[config.mk]
export PLATFORM = sky130hd
export DESIGN_NAME = icache_flat
export DESIGN_NICKNAME = d
export VERILOG_FILES = /design/src/rtl/icache_if.sv /design/src/rtl/icache.sv /design/src/flat_wrapper.sv
export SDC_FILE = /design/constraint.sdc
export NUM_CORES = 2
export LEC_CHECK = 0
export CORE_ASPECT_RATIO = 2
export CORE_MARGIN = 8
export CORE_UTILIZATION = 50
export CTS_CLUSTER_SIZE = 10
export DETAILED_ROUTE_END_ITERATION = 10
export PLACE_DENSITY = 0.75
export REMOVE_ABC_BUFFERS = 1
export SLEW_MARGIN = 20
export SYNTH_ARGS = -nofsm -noshare
export SYNTH_HDL_FRONTEND = slang
export SYNTH_SLANG_ARGS = --single-unit
[constraint.sdc]
create_clock -name clk_in -period 6.02 [get_ports clk_in]
set_input_delay 0.903 -clock clk_in [delete_from_list [all_inputs] [get_ports clk_in]]
set_output_delay 0.903 -clock clk_in [all_outputs]
set_load 0.05 [all_outputs]
[src/rtl/icache_if.sv]
// Fetch-side and memory-side signals of the instruction cache, bundled so the
// cache (slave modport) and its fetcher/memory-controller environment (master modport) share one definition.
//
// Handshakes: icache_query_en is held by the fetcher until icache_data_en pulses;
// mem_query_en is held by the cache until mem_data_en pulses for one cycle.
// There is no separate ready signal; the one-cycle response pulse completes each transfer.
interface icache_if;
  logic        icache_query_en;
  logic [31:0] icache_query_pc;
  logic        icache_data_en;
  logic [31:0] icache_addr_comfirm;
  logic [31:0] icache_data;
  logic        flush;
  logic        mem_query_en;
  logic [31:0] mem_query_addr;
  logic        mem_data_en;
  logic [31:0] mem_data;

  modport master (
    output icache_query_en, icache_query_pc, flush, mem_data_en, mem_data,
    input  icache_data_en, icache_addr_comfirm, icache_data, mem_query_en, mem_query_addr
  );

  modport slave (
    input  icache_query_en, icache_query_pc, flush, mem_data_en, mem_data,
    output icache_data_en, icache_addr_comfirm, icache_data, mem_query_en, mem_query_addr
  );
endinterface

[src/rtl/icache.sv]
// Direct-mapped instruction cache with 4-word lines, refilled one word at a time
// from a single-outstanding-request memory controller.
module icache #(
  parameter int INDEX_WIDTH = 4
) (
  input  logic       clk_in,
  input  logic       rst_in,
  input  logic       rdy_in,
  icache_if.slave    bus,
  output logic [1:0] dbg_state
);
  localparam int LINE_WORDS = 4;
  localparam int LINES      = 1 << INDEX_WIDTH;
  localparam int TAG_W      = 28 - INDEX_WIDTH;

  typedef enum logic [1:0] {S_IDLE, S_REFILL, S_DRAIN, S_RESPOND} state_t;

  state_t     state_q, state_d;
  logic [1:0] cnt_q, cnt_d;
  logic       req_q, req_d;
  logic       hold_q, hold_d;
  logic [31:0] pc_q, pc_d;
  logic [LINES-1:0] valid_q;

  logic [TAG_W-1:0] tag_arr  [LINES];
  logic [31:0]      data_arr [LINES][LINE_WORDS];

  logic [INDEX_WIDTH-1:0] q_idx, l_idx;
  logic [TAG_W-1:0]       q_tag, l_tag;
  logic [1:0]             l_off;
  logic hit, miss_start, fill_we, fill_done;

  assign q_idx = bus.icache_query_pc[3+INDEX_WIDTH:4];
  assign q_tag = bus.icache_query_pc[31:4+INDEX_WIDTH];
  assign l_idx = pc_q[3+INDEX_WIDTH:4];
  assign l_tag = pc_q[31:4+INDEX_WIDTH];
  assign l_off = pc_q[3:2];
  assign hit   = valid_q[q_idx] && (tag_arr[q_idx] == q_tag);

  // A miss invalidates the victim line up front so an aborted refill never leaves stale data hittable.
  always_ff @(posedge clk_in or posedge rst_in) begin
    if (rst_in) begin
      state_q <= S_IDLE;
      cnt_q   <= 2'd0;
      req_q   <= 1'b0;
      hold_q  <= 1'b0;
      pc_q    <= 32'd0;
      valid_q <= '0;
    end else if (rdy_in) begin
      state_q <= state_d;
      cnt_q   <= cnt_d;
      req_q   <= req_d;
      hold_q  <= hold_d;
      pc_q    <= pc_d;
      if (miss_start) valid_q[q_idx] <= 1'b0;
      if (fill_done)  valid_q[l_idx] <= 1'b1;
    end
  end

  always_ff @(posedge clk_in) begin
    if (rdy_in && fill_we) begin
      data_arr[l_idx][cnt_q] <= bus.mem_data;
      if (fill_done) tag_arr[l_idx] <= l_tag;
    end
  end

  always_comb begin
    state_d    = state_q;
    cnt_d      = cnt_q;
    req_d      = req_q;
    hold_d     = hold_q;
    pc_d       = pc_q;
    miss_start = 1'b0;
    fill_we    = 1'b0;
    fill_done  = 1'b0;
    case (state_q)
      S_IDLE: begin
        // hold_q blocks the one cycle the fetcher needs to drop a served query.
        hold_d = 1'b0;
        if (bus.icache_query_en && !bus.flush && !hold_q) begin
          pc_d = bus.icache_query_pc;
          if (hit) begin
            state_d = S_RESPOND;
          end else begin
            state_d    = S_REFILL;
            cnt_d      = 2'd0;
            req_d      = 1'b1;
            miss_start = 1'b1;
          end
        end
      end
      S_REFILL: begin
        if (bus.flush) begin
          if (req_q && !bus.mem_data_en) begin
            state_d = S_DRAIN;
          end else begin
            state_d = S_IDLE;
            req_d   = 1'b0;
          end
        end else if (req_q && bus.mem_data_en) begin
          fill_we = 1'b1;
          req_d   = 1'b0;
          cnt_d   = cnt_q + 2'd1;
          if (cnt_q == 2'(LINE_WORDS - 1)) begin
            fill_done = 1'b1;
            state_d   = S_RESPOND;
          end
        end else if (!req_q) begin
          req_d = 1'b1;
        end
      end
      S_DRAIN: begin
        if (bus.mem_data_en) begin
          state_d = S_IDLE;
          req_d   = 1'b0;
        end
      end
      S_RESPOND: begin
        state_d = S_IDLE;
        hold_d  = !bus.flush;
      end
      default: state_d = S_IDLE;
    endcase
  end

  always_comb begin
    bus.icache_data_en      = (state_q == S_RESPOND) && !bus.flush;
    bus.icache_addr_comfirm = pc_q;
    bus.icache_data         = (state_q == S_RESPOND) ? data_arr[l_idx][l_off] : 32'd0;
    bus.mem_query_en        = req_q;
    bus.mem_query_addr      = {pc_q[31:4], cnt_q, 2'b00};
    dbg_state               = state_q;
  end
endmodule

[src/flat_wrapper.sv]
// flat-port wrapper written by rule: the top's interface ports become plain ports
module icache_flat 
#(
  parameter int INDEX_WIDTH = 4
)
  (clk_in, rst_in, rdy_in, dbg_state, bus_icache_query_en, bus_icache_query_pc, bus_flush, bus_mem_data_en, bus_mem_data, bus_icache_data_en, bus_icache_addr_comfirm, bus_icache_data, bus_mem_query_en, bus_mem_query_addr);
  icache_if bus_i ();
  input  logic clk_in;
  input  logic rst_in;
  input  logic rdy_in;
  output logic [1:0] dbg_state;
  input wire logic [$bits(bus_i.icache_query_en)-1:0] bus_icache_query_en;
  input wire logic [$bits(bus_i.icache_query_pc)-1:0] bus_icache_query_pc;
  input wire logic [$bits(bus_i.flush)-1:0] bus_flush;
  input wire logic [$bits(bus_i.mem_data_en)-1:0] bus_mem_data_en;
  input wire logic [$bits(bus_i.mem_data)-1:0] bus_mem_data;
  output wire logic [$bits(bus_i.icache_data_en)-1:0] bus_icache_data_en;
  output wire logic [$bits(bus_i.icache_addr_comfirm)-1:0] bus_icache_addr_comfirm;
  output wire logic [$bits(bus_i.icache_data)-1:0] bus_icache_data;
  output wire logic [$bits(bus_i.mem_query_en)-1:0] bus_mem_query_en;
  output wire logic [$bits(bus_i.mem_query_addr)-1:0] bus_mem_query_addr;
  assign bus_i.icache_query_en = bus_icache_query_en;
  assign bus_i.icache_query_pc = bus_icache_query_pc;
  assign bus_i.flush = bus_flush;
  assign bus_i.mem_data_en = bus_mem_data_en;
  assign bus_i.mem_data = bus_mem_data;
  assign bus_icache_data_en = bus_i.icache_data_en;
  assign bus_icache_addr_comfirm = bus_i.icache_addr_comfirm;
  assign bus_icache_data = bus_i.icache_data;
  assign bus_mem_query_en = bus_i.mem_query_en;
  assign bus_mem_query_addr = bus_i.mem_query_addr;
  icache #(.INDEX_WIDTH(INDEX_WIDTH)) u_core (.clk_in(clk_in), .rst_in(rst_in), .rdy_in(rdy_in), .bus(bus_i), .dbg_state(dbg_state));
endmodule
==> impl_metrics.env <==
export IMPL_hold_buffers=0
export IMPL_area_growth_pct=14.8
export IMPL_slew_headroom=0.211
export IMPL_worst_setup_path_end_kind="primary output"
export IMPL_clkSinkCount=2486
export IMPL_ys_async_sr_fraction=0.0217
export IMPL_finalSetupTns_ps=0
export IMPL_p_clk_frac=0.322
export IMPL_finalSetupViolations=0
export IMPL_fmax_ghz=0.168
export IMPL_grt_max_degree=65
export IMPL_wl_per_cell_um=37.7
export IMPL_clockBufferDepth=4
export IMPL_worstSetupPathType="flip-flop to primary output"
export IMPL_cts_setup_buffers=0
export IMPL_start_kind="flip-flop"
export IMPL_chipWidth_um=326
export IMPL_swShare=0.283
export IMPL_syn_area_um2=96200
export IMPL_row_count=227
export IMPL_fin_nets=4499
export IMPL_grt_pass1_vias=50102
export IMPL_ant_nets=0
export IMPL_fin_skew_ps=43.2
export IMPL_hold_path_class="flip-flop to flip-flop"
export IMPL_dp_hpwl_mm=145
export IMPL_r2r_start="u_core.bus.icache_addr_comfirm[5]$_DFFE_PP0P_"
export IMPL_avgSynthCellArea_um2=24.0
export IMPL_fillers=12855
export IMPL_cts_htree_levels=5
export IMPL_track_usage=0.250
export IMPL_switchingPower_mw=13.4
export IMPL_cp_required_ps=5120
export IMPL_cts_tree="done"
export IMPL_totalWireLength_mm=265
export IMPL_synth_cells=4011
export IMPL_arrival_ps=5040
export IMPL_grt_antenna_before_repair=14
export IMPL_hold_violations=0
export IMPL_p_per_area_nw_per_um2=428
export IMPL_post_cts_resized=0
export IMPL_dr_first_iter_drc_count=5537
export IMPL_critPathLaunch="u_core.bus.icache_addr_comfirm[5]$_DFFE_PP0P_"
export IMPL_clk_pin_slew_worst_paths_ps=50
export IMPL_outcome="finished, final reports clean"
export IMPL_via_count=47050
export IMPL_finalCriticalPeriod_ps=5940
export IMPL_yosysWarnings=0
export IMPL_coreArea_um2=191000
export IMPL_power_mw=47.2
export IMPL_io_buffer_count=167
export IMPL_drtPass1Iterations=8
export IMPL_internal_power_mw=33.8
export IMPL_combPwrFrac=0.245
export IMPL_fp_dieH_um=636
export IMPL_min_from="u_core.valid_q[9]$_DFFE_PP0P_"
export IMPL_viasPerCell=6.70
export IMPL_clkLatencyLatePin_ps=850
export IMPL_final_util=0.577
export IMPL_ioPinCount=170
export IMPL_gp_congestion=0.911
export IMPL_drc=0
export IMPL_p_leak_nw=34.1
export IMPL_die_area_um2=207000
export IMPL_grt_pass1_wl_mm=370
export IMPL_yosysSeqAreaShare=0.773
export IMPL_cap_violations=0
export IMPL_start_util=0.503
export IMPL_synth_edf_count=2432
export IMPL_max_slew_worst_pin_slew_ps=1180
export IMPL_synth_flop_cell="edfxtp_1"
export IMPL_finalMaxSlewViolations=0
export IMPL_finalCritPeriodShare=0.987
export IMPL_pre_cts_ws_ps=981
export IMPL_synth_seq_cells=2486
export IMPL_grt_overflow_total=0
export IMPL_layout_setup_ws_ps=80.0
export IMPL_cts_made_buffers=290
export IMPL_root_buffer="clkbuf_16"
export IMPL_vdd_drop_max_mv=0.518
export IMPL_crit_fanout=44
export IMPL_yosysUniqueCellTypes=63
export IMPL_seqPwrFrac=0.433
export IMPL_drive_gt1_frac=0.316
==> state kept, by name, summed over array words and instances (netlist names) <==
name,flops
u_core.bus.icache_addr_comfirm,32
u_core.cnt_q,2
u_core.dbg_state,2
u_core.valid_q,16
u_core.bus.mem_query_en,1
u_core.tag_arr,384
u_core.data_arr,2048
u_core.hold_q,1
==> logic make-up (layout without fill, tap and decap cells) <==
kind of cell / after synthesis / after routing / synth area share
mux: 847 / 847 / 0.189
compound gates: 112 / 112 / 0.00769
other cells: 1 / 14 / 0.0000390
fa+ha+maj: 9 / 9 / 0.00117
flops: 2486 / 2486 / 0.773
buf+inv: 263 / 741 / 0.0128
xor+xnor: 26 / 26 / 0.00237
simple gates: 267 / 267 / 0.0133
==> final timing paths <==
path / end / slack [ps] / depth (start not counted)
setup / recovery: bus_icache_data[14] / 80 / 6
hold / removal: u_core.valid_q[9]$_DFFE_PP0P_ / 510 / 1
setup reg to reg: u_core.data_arr[7][113]$_DFFE_PP_ / 1760 / 5
hold reg to reg: u_core.valid_q[9]$_DFFE_PP0P_ / 510 / 1
max in group asynchronous: u_core.bus.icache_addr_comfirm[7]$_DFFE_PP0P_ / 4670 / 3
min in group asynchronous: u_core.bus.icache_addr_comfirm[25]$_DFFE_PP0P_ / 610 / 3
==> layout make-up <==
type / count / area, um2 / share of cell area
flip-flops and latches: 2486 / 74400 / 0.674
multi-input cells: 1263 / 21200 / 0.192
clock buffers: 348 / 7580 / 0.0687
repair buffers: 356 / 3760 / 0.0341
well taps: 2519 / 3150 / 0.0286
clock inverters: 14 / 178 / 0.00161
inverters: 23 / 86.3 / 0.000782
diodes: 12 / 30.0 / 0.000272
==> Yosys cell counts, drive strengths merged, types with 15 or more instances <==
master,n,area (um2)
and2,35,219
buf,111,659
clkbuf,129,484
dfrtp,54,1350
edfxtp,2432,73000
inv,22,82.6
mux2,27,304
mux2i,49,490
mux4,771,17400
nand2,49,184
nand3,23,115
nor2,103,387
o21ai,47,235
xor2,15,131
==> per-stage QoR <==
stage | std cells | hold WS [ps] | area, um2
floorplan | 3772 | 445 | 95000
global placement | 6644 | 462 | 102000
detailed placement | 6646 | 489 | 103000
CTS | 7008 | 499 | 110000
global route | 7010 | 519 | 110000
finish | 7021 | 512 | 110000
==> cells in the final DEF, fill, tap and decap left out, types with 10 or more instances in the layout <==
cell	netlist	routed
mux2_2	27	27
clkbuf_1	129	53
diode_2	0	12
nor2b_1	13	13
buf_4	37	127
clkdlybuf4s50_1	0	139
nor2_1	103	23
nand2_1	49	46
nand3_1	23	23
nand4_1	12	12
xor2_1	15	15
clkbuf_16	0	295
dfrtp_1	54	48
edfxtp_1	2432	2432
nor2_4	0	75
a21oi_1	10	10
mux4_2	763	763
xnor2_1	11	11
o21ai_0	46	46
and2_1	35	35
buf_12	2	61
inv_1	21	20
buf_2	12	26
mux2i_1	49	49
==> power groups by stage <==
stage	registers, mW	clock network (mW)	logic, mW
global placement	20.7	0	11.3
finish	20.4	15.2	11.6
detailed placement	20.8	0	11.4
floorplan	21.7	0	6.44
CTS	20.4	15.3	11.7
global route	20.5	15.9	12.0
==> worst max-delay path: stages, from the launching register on <==
cell and delay, ps:
dfrtp_4 1090, buf_4 590, mux4_2 430, mux4_2 560, mux4_2 530, and2_1 180, clkdlybuf4s50_1 730
==> routing by layer <==
metal | track usage | wire [um] | vias to the layer above
met3 | 0.0600 | 24700 | 989
met1 | 0.269 | 81900 | 24697
li1 | - | - | 17900
met4 | 0.164 | 20600 | 12
met2 | 0.437 | 137000 | 3452
met5 | 0 | 81 | -
No activity file was read; power rests on OpenSTA's default activity.
